### config.mk
export PLATFORM = sky130hd
export DESIGN_NAME = mul_arbiter_flat
export DESIGN_NICKNAME = d
export VERILOG_FILES = /design/src/rtl/mul_arbiter_pkg.sv /design/src/rtl/mul_arbiter_if.sv /design/src/rtl/mul_arbiter_rr_pick.sv /design/src/rtl/mul_arbiter.sv /design/src/flat_wrapper.sv
export SDC_FILE = /design/constraint.sdc
export NUM_CORES = 1
export LEC_CHECK = 0
export CORE_AREA = 2 2 182 184
export DETAILED_ROUTE_END_ITERATION = 16
export DIE_AREA = 0 0 184 186
export PLACE_DENSITY = 0.57
export SLEW_MARGIN = 20
export SYNTH_ARGS = -nofsm -noshare
export SYNTH_HDL_FRONTEND = slang
export SYNTH_SLANG_ARGS = --single-unit
export TNS_END_PERCENT = 20
### constraint.sdc
create_clock -name clk -period 3.7 [get_ports clk]
set_input_delay 0.74 -clock clk [delete_from_list [all_inputs] [get_ports clk]]
set_output_delay 0.74 -clock clk [all_outputs]
set_load 0.02 [all_outputs]
### src/rtl/mul_arbiter_pkg.sv
// Shared types and default sizing for the multiplier arbiter.
// Holds the FSM state encoding and the round-robin pointer step.
package mul_arb_pkg;

    localparam int LEN_DEF     = 32;
    localparam int NREQ_DEF    = 4;
    localparam int TIMEOUT_DEF = 255;

    typedef enum logic [1:0] {
        IDLE  = 2'd0,
        ISSUE = 2'd1,
        BUSY  = 2'd2,
        RESP  = 2'd3
    } arb_state_t;

    // Index following g in a ring of n requesters.
    function automatic int rr_next(input int g, input int n);
        return (g + 1 >= n) ? 0 : g + 1;
    endfunction

endpackage

### src/rtl/mul_arbiter_if.sv
// Bundle of requester, multiplier and response signals around the arbiter.
// The slave modport is the arbiter's view; master is the surrounding system.
interface mul_arbiter_if #(
    parameter int LEN  = mul_arb_pkg::LEN_DEF,
    parameter int NREQ = mul_arb_pkg::NREQ_DEF
);
    localparam int IDW = $clog2(NREQ);

    logic [NREQ-1:0]     req_valid;
    logic [NREQ-1:0]     req_ready;
    logic [NREQ*LEN-1:0] req_a;
    logic [NREQ*LEN-1:0] req_b;

    logic                mul_start;
    logic [LEN-1:0]      mul_multiplicand;
    logic [LEN-1:0]      mul_multiplier;
    logic [2*LEN-1:0]    mul_product;
    logic                mul_finish;

    logic                rsp_valid;
    logic [IDW-1:0]      rsp_id;
    logic [2*LEN-1:0]    rsp_product;
    logic                rsp_err;
    logic                rsp_ready;

    modport slave (
        input  req_valid, req_a, req_b, mul_product, mul_finish, rsp_ready,
        output req_ready, mul_start, mul_multiplicand, mul_multiplier,
               rsp_valid, rsp_id, rsp_product, rsp_err
    );

    modport master (
        output req_valid, req_a, req_b, mul_product, mul_finish, rsp_ready,
        input  req_ready, mul_start, mul_multiplicand, mul_multiplier,
               rsp_valid, rsp_id, rsp_product, rsp_err
    );

endinterface

### src/rtl/mul_arbiter_rr_pick.sv
// Round-robin selector: first set request at or after ptr, wrapping modulo NREQ.
module rr_pick #(
    parameter int NREQ = 4,
    parameter int IDW  = 2
) (
    input  logic [NREQ-1:0] req,
    input  logic [IDW-1:0]  ptr,
    output logic [NREQ-1:0] grant,
    output logic [IDW-1:0]  idx,
    output logic            any
);

    int             j;
    logic [IDW-1:0] jj;

    // Walk offsets from farthest to nearest so the nearest hit wins.
    always_comb begin
        grant = '0;
        idx   = '0;
        any   = 1'b0;
        j     = 0;
        jj    = '0;
        for (int k = NREQ - 1; k >= 0; k--) begin
            j = int'(ptr) + k;
            if (j >= NREQ) j = j - NREQ;
            jj = IDW'(j);
            if (req[jj]) begin
                grant     = '0;
                grant[jj] = 1'b1;
                idx       = jj;
                any       = 1'b1;
            end
        end
    end

endmodule

### src/rtl/mul_arbiter.sv
// Shares one external multiplier among NREQ requesters with round-robin
// grant, a start pulse per operation, a finish timeout and a held response.
module mul_arbiter
    import mul_arb_pkg::*;
#(
    parameter int LEN     = LEN_DEF,
    parameter int NREQ    = NREQ_DEF,
    parameter int TIMEOUT = TIMEOUT_DEF
) (
    input logic          clk,
    input logic          rst,
    mul_arbiter_if.slave bus
);

    localparam int IDW = $clog2(NREQ);
    localparam int CW  = $clog2(TIMEOUT + 1);

    arb_state_t      state, state_n;
    logic [IDW-1:0]  ptr;
    logic [IDW-1:0]  own_id;
    logic [CW-1:0]   cnt;

    logic [NREQ-1:0] grant;
    logic [IDW-1:0]  gidx;
    logic            any;

    logic            take;
    logic            done;
    logic            timed_out;

    rr_pick #(
        .NREQ (NREQ),
        .IDW  (IDW)
    ) u_pick (
        .req   (bus.req_valid),
        .ptr   (ptr),
        .grant (grant),
        .idx   (gidx),
        .any   (any)
    );

    always_ff @(posedge clk) begin
        if (rst) state <= IDLE;
        else     state <= state_n;
    end

    always_comb begin
        state_n   = state;
        take      = 1'b0;
        done      = 1'b0;
        timed_out = 1'b0;
        case (state)
            IDLE: begin
                if (any) begin
                    take    = 1'b1;
                    state_n = ISSUE;
                end
            end
            ISSUE: state_n = BUSY;
            BUSY: begin
                // A finish on the last allowed cycle still counts as success.
                if (bus.mul_finish) begin
                    done    = 1'b1;
                    state_n = RESP;
                end else if (cnt == CW'(TIMEOUT - 1)) begin
                    timed_out = 1'b1;
                    state_n   = RESP;
                end
            end
            RESP: begin
                if (bus.rsp_ready) state_n = IDLE;
            end
            default: state_n = IDLE;
        endcase
    end

    assign bus.req_ready = (state == IDLE && !rst) ? grant : '0;
    assign bus.mul_start = (state == ISSUE);
    assign bus.rsp_valid = (state == RESP);

    always_ff @(posedge clk) begin
        if (rst) begin
            ptr                  <= '0;
            own_id               <= '0;
            cnt                  <= '0;
            bus.mul_multiplicand <= '0;
            bus.mul_multiplier   <= '0;
            bus.rsp_id           <= '0;
            bus.rsp_product      <= '0;
            bus.rsp_err          <= 1'b0;
        end else begin
            if (take) begin
                bus.mul_multiplicand <= bus.req_a[gidx*LEN +: LEN];
                bus.mul_multiplier   <= bus.req_b[gidx*LEN +: LEN];
                own_id               <= gidx;
                ptr                  <= IDW'(rr_next(int'(gidx), NREQ));
                cnt                  <= '0;
            end
            if (state == BUSY && !done && !timed_out) cnt <= cnt + CW'(1);
            // Response fields only change on entry to RESP so they stay put while held.
            if (done) begin
                bus.rsp_id      <= own_id;
                bus.rsp_product <= bus.mul_product;
                bus.rsp_err     <= 1'b0;
            end else if (timed_out) begin
                bus.rsp_id      <= own_id;
                bus.rsp_product <= '0;
                bus.rsp_err     <= 1'b1;
            end
        end
    end

endmodule

### src/flat_wrapper.sv
// flat-port wrapper written by rule: the top's interface ports become plain ports
module mul_arbiter_flat import mul_arb_pkg::*;
#(
    parameter int LEN     = LEN_DEF,
    parameter int NREQ    = NREQ_DEF,
    parameter int TIMEOUT = TIMEOUT_DEF
)
  (clk, rst, bus_req_valid, bus_req_a, bus_req_b, bus_mul_product, bus_mul_finish, bus_rsp_ready, bus_req_ready, bus_mul_start, bus_mul_multiplicand, bus_mul_multiplier, bus_rsp_valid, bus_rsp_id, bus_rsp_product, bus_rsp_err);
  mul_arbiter_if #(.LEN(LEN), .NREQ(NREQ)) bus_i ();
  input logic clk;
  input logic rst;
  input wire logic [$bits(bus_i.req_valid)-1:0] bus_req_valid;
  input wire logic [$bits(bus_i.req_a)-1:0] bus_req_a;
  input wire logic [$bits(bus_i.req_b)-1:0] bus_req_b;
  input wire logic [$bits(bus_i.mul_product)-1:0] bus_mul_product;
  input wire logic [$bits(bus_i.mul_finish)-1:0] bus_mul_finish;
  input wire logic [$bits(bus_i.rsp_ready)-1:0] bus_rsp_ready;
  output wire logic [$bits(bus_i.req_ready)-1:0] bus_req_ready;
  output wire logic [$bits(bus_i.mul_start)-1:0] bus_mul_start;
  output wire logic [$bits(bus_i.mul_multiplicand)-1:0] bus_mul_multiplicand;
  output wire logic [$bits(bus_i.mul_multiplier)-1:0] bus_mul_multiplier;
  output wire logic [$bits(bus_i.rsp_valid)-1:0] bus_rsp_valid;
  output wire logic [$bits(bus_i.rsp_id)-1:0] bus_rsp_id;
  output wire logic [$bits(bus_i.rsp_product)-1:0] bus_rsp_product;
  output wire logic [$bits(bus_i.rsp_err)-1:0] bus_rsp_err;
  assign bus_i.req_valid = bus_req_valid;
  assign bus_i.req_a = bus_req_a;
  assign bus_i.req_b = bus_req_b;
  assign bus_i.mul_product = bus_mul_product;
  assign bus_i.mul_finish = bus_mul_finish;
  assign bus_i.rsp_ready = bus_rsp_ready;
  assign bus_req_ready = bus_i.req_ready;
  assign bus_mul_start = bus_i.mul_start;
  assign bus_mul_multiplicand = bus_i.mul_multiplicand;
  assign bus_mul_multiplier = bus_i.mul_multiplier;
  assign bus_rsp_valid = bus_i.rsp_valid;
  assign bus_rsp_id = bus_i.rsp_id;
  assign bus_rsp_product = bus_i.rsp_product;
  assign bus_rsp_err = bus_i.rsp_err;
  mul_arbiter #(.LEN(LEN), .NREQ(NREQ), .TIMEOUT(TIMEOUT)) u_core (.clk(clk), .rst(rst), .bus(bus_i));
endmodule
* Word level (Yosys, flattened, before mapping)
Cells that the tools add are included.
Cells by class: reductions and logical operators 15, eq/ne operators 7, shift-type cells 2, magnitude comparators 13, muxes and demuxes 52, add/sub/neg operators 9
Operators with widths (count):
- indexed part select 128 x 8 -> 32 bit | 2
- 2-to-1 mux 64 bit | 2
- 2-to-1 mux 2 bit | 15
- 2-to-1 mux 4 bit | 5
- 2-to-1 mux 1 bit | 19
- 2-to-1 mux 8 bit | 2
- >= comparator 3 bit (second input constant) | 4
- less-than comparator 2 x 3 -> 1 bit (second input constant) | 4
- adder 8 x 1 -> 8 bit (second input constant) | 1
- binary-select mux 1 bit (select 2 bit) | 4
- demux 1 bit (select 2 bit) | 4
- == test 8 bit (second input constant) | 1
- >= comparator 2 x 1 -> 1 bit (second input constant) | 4
- one-hot mux 2 bit (4 select lines) | 1
- subtractor 2 x 1 -> 2 bit (second input constant) | 4
- logical AND 1 bit | 7
- adder 2 x 1 -> 3 bit (second input constant) | 2
- adder 2 x 2 -> 3 bit (second input constant) | 2
- == test 2 bit (second input constant) | 2
- nonzero test 2 bit | 2
- >= comparator 2 x 3 -> 1 bit (second input constant) | 1
- zero test 1 bit | 3
- inequality test 3 x 2 -> 1 bit (second input constant) | 1
- AND reduction 3 bit | 1
- 5 further kinds | 5
Word-level totals: logic and storage cells 107, output and inout port bits 137, flip-flop bits (word level) 145, bits of input ports 328

* Longest topological paths before layout
Gate-level depths: netlist of run 1.
depth in word-level cells 13, depth in mapped cells 12

* Hierarchy
A second synthesis of run 1 with hierarchy kept.
Second synthesis, totals: cells, all modules 692, area total of the unflattened synthesis 7335.8 µm²
Modules (own cells, without submodules):
- mul_arbiter | instances 1, cells an instance 607, area an instance 6652.6 µm²
- rr_pick | instances 1, cells an instance 85, area an instance 683.2 µm²

* Worst setup path before layout of run 1
OpenSTA, ideal clock, no wires.
path kind input -> output, start input port bus_req_valid[1], end output port bus_req_ready[0], data arrival time 2240 ps, buffers on the path 0, setup slack 720 ps, stages on the path 6, cells stage by stage mux4_2 -> nor2b_1 -> a22oi_1 -> o21ai_0 -> nand2_1 -> a21oi_1
On the way: word-level cells in the longest chain between the ends 7, elaborated cells between the ends (all ways) 13, classes of those cells mux (13)
RTL lines:
- start: declaration | line flat_wrapper.sv:12 | input wire logic [$bits(bus_i.req_valid)-1:0] bus_req_valid;
- binary-select mux 1 bit (select 2 bit) | line mul_arbiter_rr_pick.sv:27 | if (req[jj]) begin
- 2-to-1 mux 1 bit (not written as such) | line mul_arbiter_rr_pick.sv:27
- 2-to-1 mux 4 bit (3 in series) | line mul_arbiter_rr_pick.sv:27
- 2-to-1 mux 4 bit * | line mul_arbiter_rr_pick.sv:27
- 2-to-1 mux 4 bit * | line mul_arbiter.sv:77 | assign bus.req_ready = (state == IDLE && !rst) ? grant : '0;
- end: declaration | line flat_wrapper.sv:18 | output wire logic [$bits(bus_i.req_ready)-1:0] bus_req_ready;
Every way passes the cells marked *; elsewhere a longest branch is shown, timed or not. The select of a mux whose other input is x is not followed.

* Worst setup path after layout of run 1
Ends and elaborated chain as after synthesis.

==> impl_metrics.yaml, run 1 <==
placement:
  detailedPlacementHpwl_um: 22400
  port_buffers: 464
  gp_routability_congestion: 0.786
pwr:
  power_frac_seq_pct: 27.6
  total_switching_power_w: 0.00292
  irDropWorstVdd_mv: 0.361
  pint_w: 0.00455
  power_switching_share_pct: 39.1
  power-per-cell-area_nw_per_um2: 608
  totalPowerFinal_w: 0.00747
  comb_power_share_pct: 49.5
  clkPwrFrac_pct: 22.8
  power.static_leakage_nw: 4.51
setup_path:
  internal_reg_to_reg_setup_slack_ns: 0.78
  worst_path_dominant_cell_family: "buffers and inverters"
  timing.critical_path.required_ns: 2.96
  reg2reg_to: "u_core.bus.mul_multiplier[13]"
  critical_path.cell_chain: "clkdlybuf4s50_1 -> buf_4 -> mux4_2 -> nor2b_2 -> a22oi_1 -> o21ai_0 -> nand2_1 -> a21oi_1 -> dlygate4sd2_1"
  cpPeakStageDelay_ns: 0.48
  element_type_at_the_critical_path_end: "output pin"
  critical_path.reg2reg.startpoint: "u_core.ptr[0]"
  worst_ep_arrival_time_ns: 2.79
  cp_num_buf_inv: 3
  timing.critical_path.depth: 9
  worstSetupPathType: "primary input to output pin"
  worstSetupEndpoint: "bus_req_ready[0]"
  cp_slowest_cell: "sky130_fd_sc_hd__mux4_2"
  crit_path_start_kind: "primary input"
  ff2ff_path_depth: 10
  crit_start: "bus_req_valid[1]"
  critPathMaxFanout: 6
sta:
  final.min_clock_period_ns: 3.53
  worst_slew_pin_slew_ns: 0.737
  finClkSkew_ns: 0.00922
  max_slew_headroom_pct: 50.9
  grt_setup_unrepaired: "no"
  report.final.setup_viol: 0
  tcrit_tclk_final_pct: 95.3
  drv_slew: 0
  hold_ws_ns: 0.483
  timing.final.hold_violations: 0
  fmax_mhz: 283
global_route:
  grt.total_usage_pct: 16.4
  grt_start_max_net_pins: 66
  antenna_violations_before_repair: 0
  via_count_of_the_first_global_routing_pass: 7015
  global_route.overflow_total: 0
  grt_pass1_wl_um: 42200
die:
  start_util_pct: 20.2
  dieArea_um2: 34200
  core-area_um2: 32200
  die_w_um: 184
  die_height_um: 186
  rows: 66
  floorplan.io_pins: 465
final_layout:
  post_route_cells_drive_above_1_share_pct: 7.02
  area_growth_syn_to_layout_pct: 88.5
  design.final.nets: 1468
  diodes: 0
  n_fill_cell: 3219
synth:
  synth.top_cells.by_area: "sky130_fd_sc_hd__dfxtp_1 (45%), sky130_fd_sc_hd__mux2i_1 (10%), sky130_fd_sc_hd__a222oi_1 (9.5%)"
  synthDominantCellAreaShare_pct: 44.5
  synth_top_area_cell: "sky130_fd_sc_hd__dfxtp_1"
  ys_dominant_reg_cell: "sky130_fd_sc_hd__dfxtp_1"
  post_synth_instance_area_um2: 6520
  synth.top_cells.by_count: "sky130_fd_sc_hd__dfxtp_1 (145), sky130_fd_sc_hd__nor2_1 (85), sky130_fd_sc_hd__a22oi_1 (69)"
  syn-instance-count: 673
  synth.avg_cell_area_um2: 9.68
  synth_async_sr_flop_share_pct: 0
  synth_enable_flop_cells: 0
  yosys_register_bits: 145
  yosys.cell_types.count: 46
  synth.net_count: 1015
  synthMostInstantiatedCell: "sky130_fd_sc_hd__dfxtp_1"
  sequential_share_of_the_synthesized_area_pct: 44.5
  yosys_warnings: 0
clock_tree:
  insertion_delay_ns: 0.44
  clock_tree.htree_level_count: 4
  clk_pin_slew_worst_paths_ns: 0.07
  cts-buffers-inserted: 17
  clock_tree.buffer_depth: 2
  cts-root-buf: "sky130_fd_sc_hd__clkbuf_16"
  sink_count_of_the_clock_tree: 145
  cts_hold_buf: 0
  tritoncts: "done"
worst_hold_path:
  holdCritPathClass: "flop to flop"
routing:
  highest_layer: "met4"
  met2_wirelength_um: 14400
  route.layer.met1.wl_um: 12800
  detailedRoute.firstIterationViolations: 618
  route.met3.wl_um: 2360
  vias: 7233
  drt_drc_violations_left: 0
  ant_nets: 0
  routed_wirelength_um: 30000
  drt_first_pass_iters: 7
  routedWlPerCell_um: 19.4
  viasPerCell: 4.68
run:
  cap_violations: 0
run_status:
  run_status: "complete, no violations"
[tightest hold or removal path, stage by stage (launching register included)]
cell,delay [ns]
sky130_fd_sc_hd__dfxtp_1,0.33
sky130_fd_sc_hd__a222oi_1,0.06
sky130_fd_sc_hd__o21ai_1,0.07
[timing repair]
| item | CTS | global route |
|---|---|---|
| endpoints found under the setup margin | 4 | 0 |
| resized for setup | 5 | 0 |
| buffers inserted | 0 | 0 |
[cell type report]
class | count | area (um2) | area share [%]
inverters | 8 | 30.0 | 0.244
clock buffers | 17 | 425 | 3.46
well taps | 408 | 510 | 4.16
clock inverters | 15 | 139 | 1.13
repair buffers | 493 | 4950 | 40.3
flip-flops and latches | 145 | 2900 | 23.6
multi-input cells | 461 | 3330 | 27.1
[through the flow]
step	cells	util [%]	area (um2)	TNS (ns)	setup WS (ns)
2_1_floorplan	673	-	6520	0	0.720
4_1_cts	1547	38.1	12300	0	0.224
3_5_place_dp	1515	36.4	11700	-0.426	-0.132
5_1_grt	1547	38.1	12300	0	0.0654
3_3_place_gp	1515	36.4	11700	-0.357	-0.0947
6_report	1547	38.1	12300	0	0.172
[cells by family after synthesis]
group / share of synthesized area, %
muxes: 12.2
AOI/OAI and AO/OA: 26.5
adders and majority gates: 2.69
and+or+nand+nor: 8.91
DFF: 44.5
xor gates and xnor gates: 0.134
buffers and inverters: 5.01
[worst min path at each step]
| stage | start | to | depth (start not counted) |
|---|---|---|---|
| final | u_core.bus.mul_multiplicand[8] | u_core.bus.mul_multiplicand[8] | 2 |
| after global routing | u_core.bus.mul_multiplier[12] | u_core.bus.mul_multiplier[12] | 2 |
| after CTS | u_core.bus.mul_multiplicand[8] | u_core.bus.mul_multiplicand[8] | 2 |
| after detailed placement | u_core.bus.mul_multiplicand[8] | u_core.bus.mul_multiplicand[8] | 2 |
| after global placement | u_core.bus.mul_multiplicand[22] | u_core.bus.mul_multiplicand[22] | 2 |
| after floorplan | u_core.cnt[7] | u_core.cnt[7] | 1 |
[state kept, by name, indices dropped and copies added (netlist names)]
| name | flops |
|---|---|
| u_core.bus.rsp_product | 64 |
| u_core.bus.mul_multiplicand | 32 |
| u_core.bus.mul_multiplier | 32 |
| u_core.cnt | 8 |
| u_core.bus.rsp_id | 2 |
| u_core.own_id | 2 |
| u_core.ptr | 2 |
| u_core.state | 2 |
| u_core.bus.rsp_err | 1 |
[power by group through the flow]
stage | Sequential, W | Combinational [W] | Clock, W
after floorplan | 0.00241 | 0.00174 | 0
after global placement | 0.00209 | 0.00370 | 0
after detailed placement | 0.00209 | 0.00372 | 0
after CTS | 0.00206 | 0.00373 | 0.00177
after global routing | 0.00210 | 0.00397 | 0.00184
final | 0.00206 | 0.00370 | 0.00171
[layer usage]
metal | GRT usage (%) | vias up
met5 | 0 | -
met4 | 4.61 | 0
met3 | 4.44 | 18
met2 | 26.3 | 292
met1 | 21.6 | 3420
li1 | - | 3503
[layout by cell type, fill, tap and decap left out, types with 6 or more instances in the layout]
cell | Yosys | final
sky130_fd_sc_hd__clkdlybuf4s50_1 | 0 | 459
sky130_fd_sc_hd__nand2_1 | 26 | 24
sky130_fd_sc_hd__a22oi_1 | 69 | 69
sky130_fd_sc_hd__a21oi_1 | 11 | 11
sky130_fd_sc_hd__o21ai_1 | 59 | 59
sky130_fd_sc_hd__inv_1 | 8 | 8
sky130_fd_sc_hd__o21ai_0 | 17 | 16
sky130_fd_sc_hd__inv_8 | 0 | 6
sky130_fd_sc_hd__a222oi_1 | 62 | 62
sky130_fd_sc_hd__buf_12 | 0 | 8
sky130_fd_sc_hd__buf_4 | 2 | 21
sky130_fd_sc_hd__clkbuf_16 | 0 | 17
sky130_fd_sc_hd__mux2i_1 | 67 | 67
sky130_fd_sc_hd__nor2_1 | 85 | 85
sky130_fd_sc_hd__dfxtp_1 | 145 | 145
sky130_fd_sc_hd__ha_1 | 14 | 14
Note: power is estimated with default switching activity, not from simulation.
==> run 2, diff against run 1 <==
CORE_AREA = 2 2 180 182   (was 2 2 182 184)
DIE_AREA = 0 0 182 184   (was 0 0 184 186)
PLACE_DENSITY = 0.58   (was 0.57)
==> impl_metrics.yaml, run 2 (same netlist as run 1, synthesis figures left out) <==
setup_path:
  reg2reg_to: "u_core.bus.mul_multiplier[31]"
  internal_reg_to_reg_setup_slack_ns: 0.70
  timing.critical_path.required_ns: 2.96
  worstSetupPathType: "primary input to output pin"
  critical_path.reg2reg.startpoint: "u_core.ptr[0]"
  crit_path_start_kind: "primary input"
  cp_slowest_cell: "sky130_fd_sc_hd__mux4_2"
  ff2ff_path_depth: 11
  cpMostUsedCell: "sky130_fd_sc_hd__buf_4"
  critPathMaxFanout: 7
  critical_path.cell_chain: "clkdlybuf4s50_1 -> buf_4 -> buf_4 -> mux4_2 -> buf_4 -> nand2_1 -> o21ai_0 -> nand2_1 -> a21oi_1 -> dlygate4sd2_1"
  element_type_at_the_critical_path_end: "output pin"
  worst_ep_arrival_time_ns: 2.82
  cpPeakStageDelay_ns: 0.53
clock_tree:
  cts-root-buf: "sky130_fd_sc_hd__clkbuf_16"
  clock_tree.htree_level_count: 4
  clk_pin_slew_worst_paths_ns: 0.07
  clock_tree.buffer_depth: 2
  tritoncts: "done"
  cts_hold_buf: 0
  sink_count_of_the_clock_tree: 145
  insertion_delay_ns: 0.42
  cts-buffers-inserted: 17
worst_hold_path:
  worst_hold_path.num_cells: 2
  worst_hold_path_ep: "u_core.bus.mul_multiplier[30]"
  min-delay-start: "u_core.bus.mul_multiplier[30]"
  holdCritPathClass: "flop to flop"
die:
  start_util_pct: 20.8
  core-area_um2: 31400
  dieArea_um2: 33500
  rows: 65
  die_w_um: 182
  die_height_um: 184
  floorplan.io_pins: 465
final_layout:
  design.final.nets: 1477
  max_flop_register: "u_core.bus.rsp_product"
  final_common_cell: "sky130_fd_sc_hd__clkdlybuf4s50_1"
  post_route_cells_drive_above_1_share_pct: 7.75
  largest_register_ffs: 64
  diodes: 0
  top_regs: "u_core.bus.rsp_product: 64 flops, u_core.bus.mul_multiplicand: 32 flops, u_core.bus.mul_multiplier: 32 flops"
  post_route_cell_area_um2: 12400
  area_growth_syn_to_layout_pct: 89.8
  final_cell_mix: "sky130_fd_sc_hd__clkdlybuf4s50_1 (459), sky130_fd_sc_hd__dfxtp_1 (145), sky130_fd_sc_hd__nor2_1 (85)"
global_route:
  grt_start_max_net_pins: 81
  grt.total_usage_pct: 17.5
  grt_pass1_wl_um: 44900
  antenna_violations_before_repair: 3
  global_route.overflow_total: 0
  via_count_of_the_first_global_routing_pass: 7266
sta:
  finClkSkew_ns: 0.0124
  final.min_clock_period_ns: 3.56
  grt_setup_unrepaired: "no"
  report.final.setup_viol: 0
  max_slew_headroom_pct: 40.3
  drv_slew: 0
  worst_slew_pin_slew_ns: 0.895
  timing.final.hold_violations: 0
  fmax_mhz: 281
  hold_ws_ns: 0.484
  tcrit_tclk_final_pct: 96.1
routing:
  detailedRoute.firstIterationViolations: 652
  vias: 7404
  drt_first_pass_iters: 7
  viasPerCell: 4.78
  routed_wirelength_um: 31100
  routedWlPerCell_um: 20.0
  drt_drc_violations_left: 0
  ant_nets: 0
run_status:
  run_status: "complete, no violations"
pwr:
  irDropWorstVdd_mv: 0.282
  power-per-cell-area_nw_per_um2: 618
  power.static_leakage_nw: 4.57
placement:
  gp_routability_congestion: 0.815
  detailedPlacementHpwl_um: 23400
  port_buffers: 464
  dpl_cell_area_um2: 11800
run:
  cap_violations: 0
[run 2: repair_timing]
item	4_1_cts	5_1_grt
buffers inserted	0	0
endpoints found under the hold margin	0	0
resized for setup	5	0
endpoints found under the setup margin	4	0
[run 2: area by class of cell]
class | instances | area [um2]
fill | 3144 | 19000
timing repair buffer | 502 | 5010
multi-input combinational | 461 | 3330
sequential | 145 | 2900
tap | 402 | 503
clock buffer | 17 | 425
clock inverter | 15 | 174
inverter | 8 | 30.0
[run 2: per-stage QoR]
stage / setup TNS (ns) / total power [W] / utilization, % / cells / setup slack [ns]
floorplan: 0 / 0.00416 / - / 673 / 0.720
global placement: -0.389 / 0.00590 / 37.5 / 1518 / -0.111
detailed placement: -0.469 / 0.00592 / 37.5 / 1518 / -0.137
CTS: 0 / 0.00773 / 39.4 / 1550 / 0.158
global route: 0 / 0.00807 / 39.4 / 1550 / 0.0638
finish: 0 / 0.00765 / 39.4 / 1550 / 0.143
[run 2: metal layers]
layer  global-route usage, %  share of wire, %
met5                       0              0.13
met4                    4.52               1.4
met3                    5.17               8.6
met2                    29.4                50
met1                    21.9                40
[run 2: worst max-delay path by stage]
stage                                start                to  slack, ns  cells after the start
after global routing      bus_req_valid[3]  bus_req_ready[2]       0.06                     10
final                     bus_req_valid[3]  bus_req_ready[2]       0.14                     10
after detailed placement  bus_req_valid[1]  bus_req_ready[2]      -0.14                      8
after global placement    bus_req_valid[1]  bus_req_ready[3]      -0.11                      8
after floorplan           bus_req_valid[1]  bus_req_ready[0]       0.72                      6
after CTS                 bus_req_valid[3]  bus_req_ready[2]       0.16                     10
[run 2: power by group]
group	total [W]	switching [W]	leakage, nW	internal [W]
Clock	0.00179	0.000819	0.290	0.000967
Combinational	0.00380	0.00197	3.09	0.00183
Sequential	0.00206	0.000178	1.18	0.00189
[run 2: worst max-delay path, delay by kind of cell]
kind / cells / cell delay [ns]
multiplexers: 1 / 0.53
buffers and inverters: 5 / 1.26
AND/OR/NAND/NOR: 2 / 0.15
AO/OA/AOI/OAI: 2 / 0.15
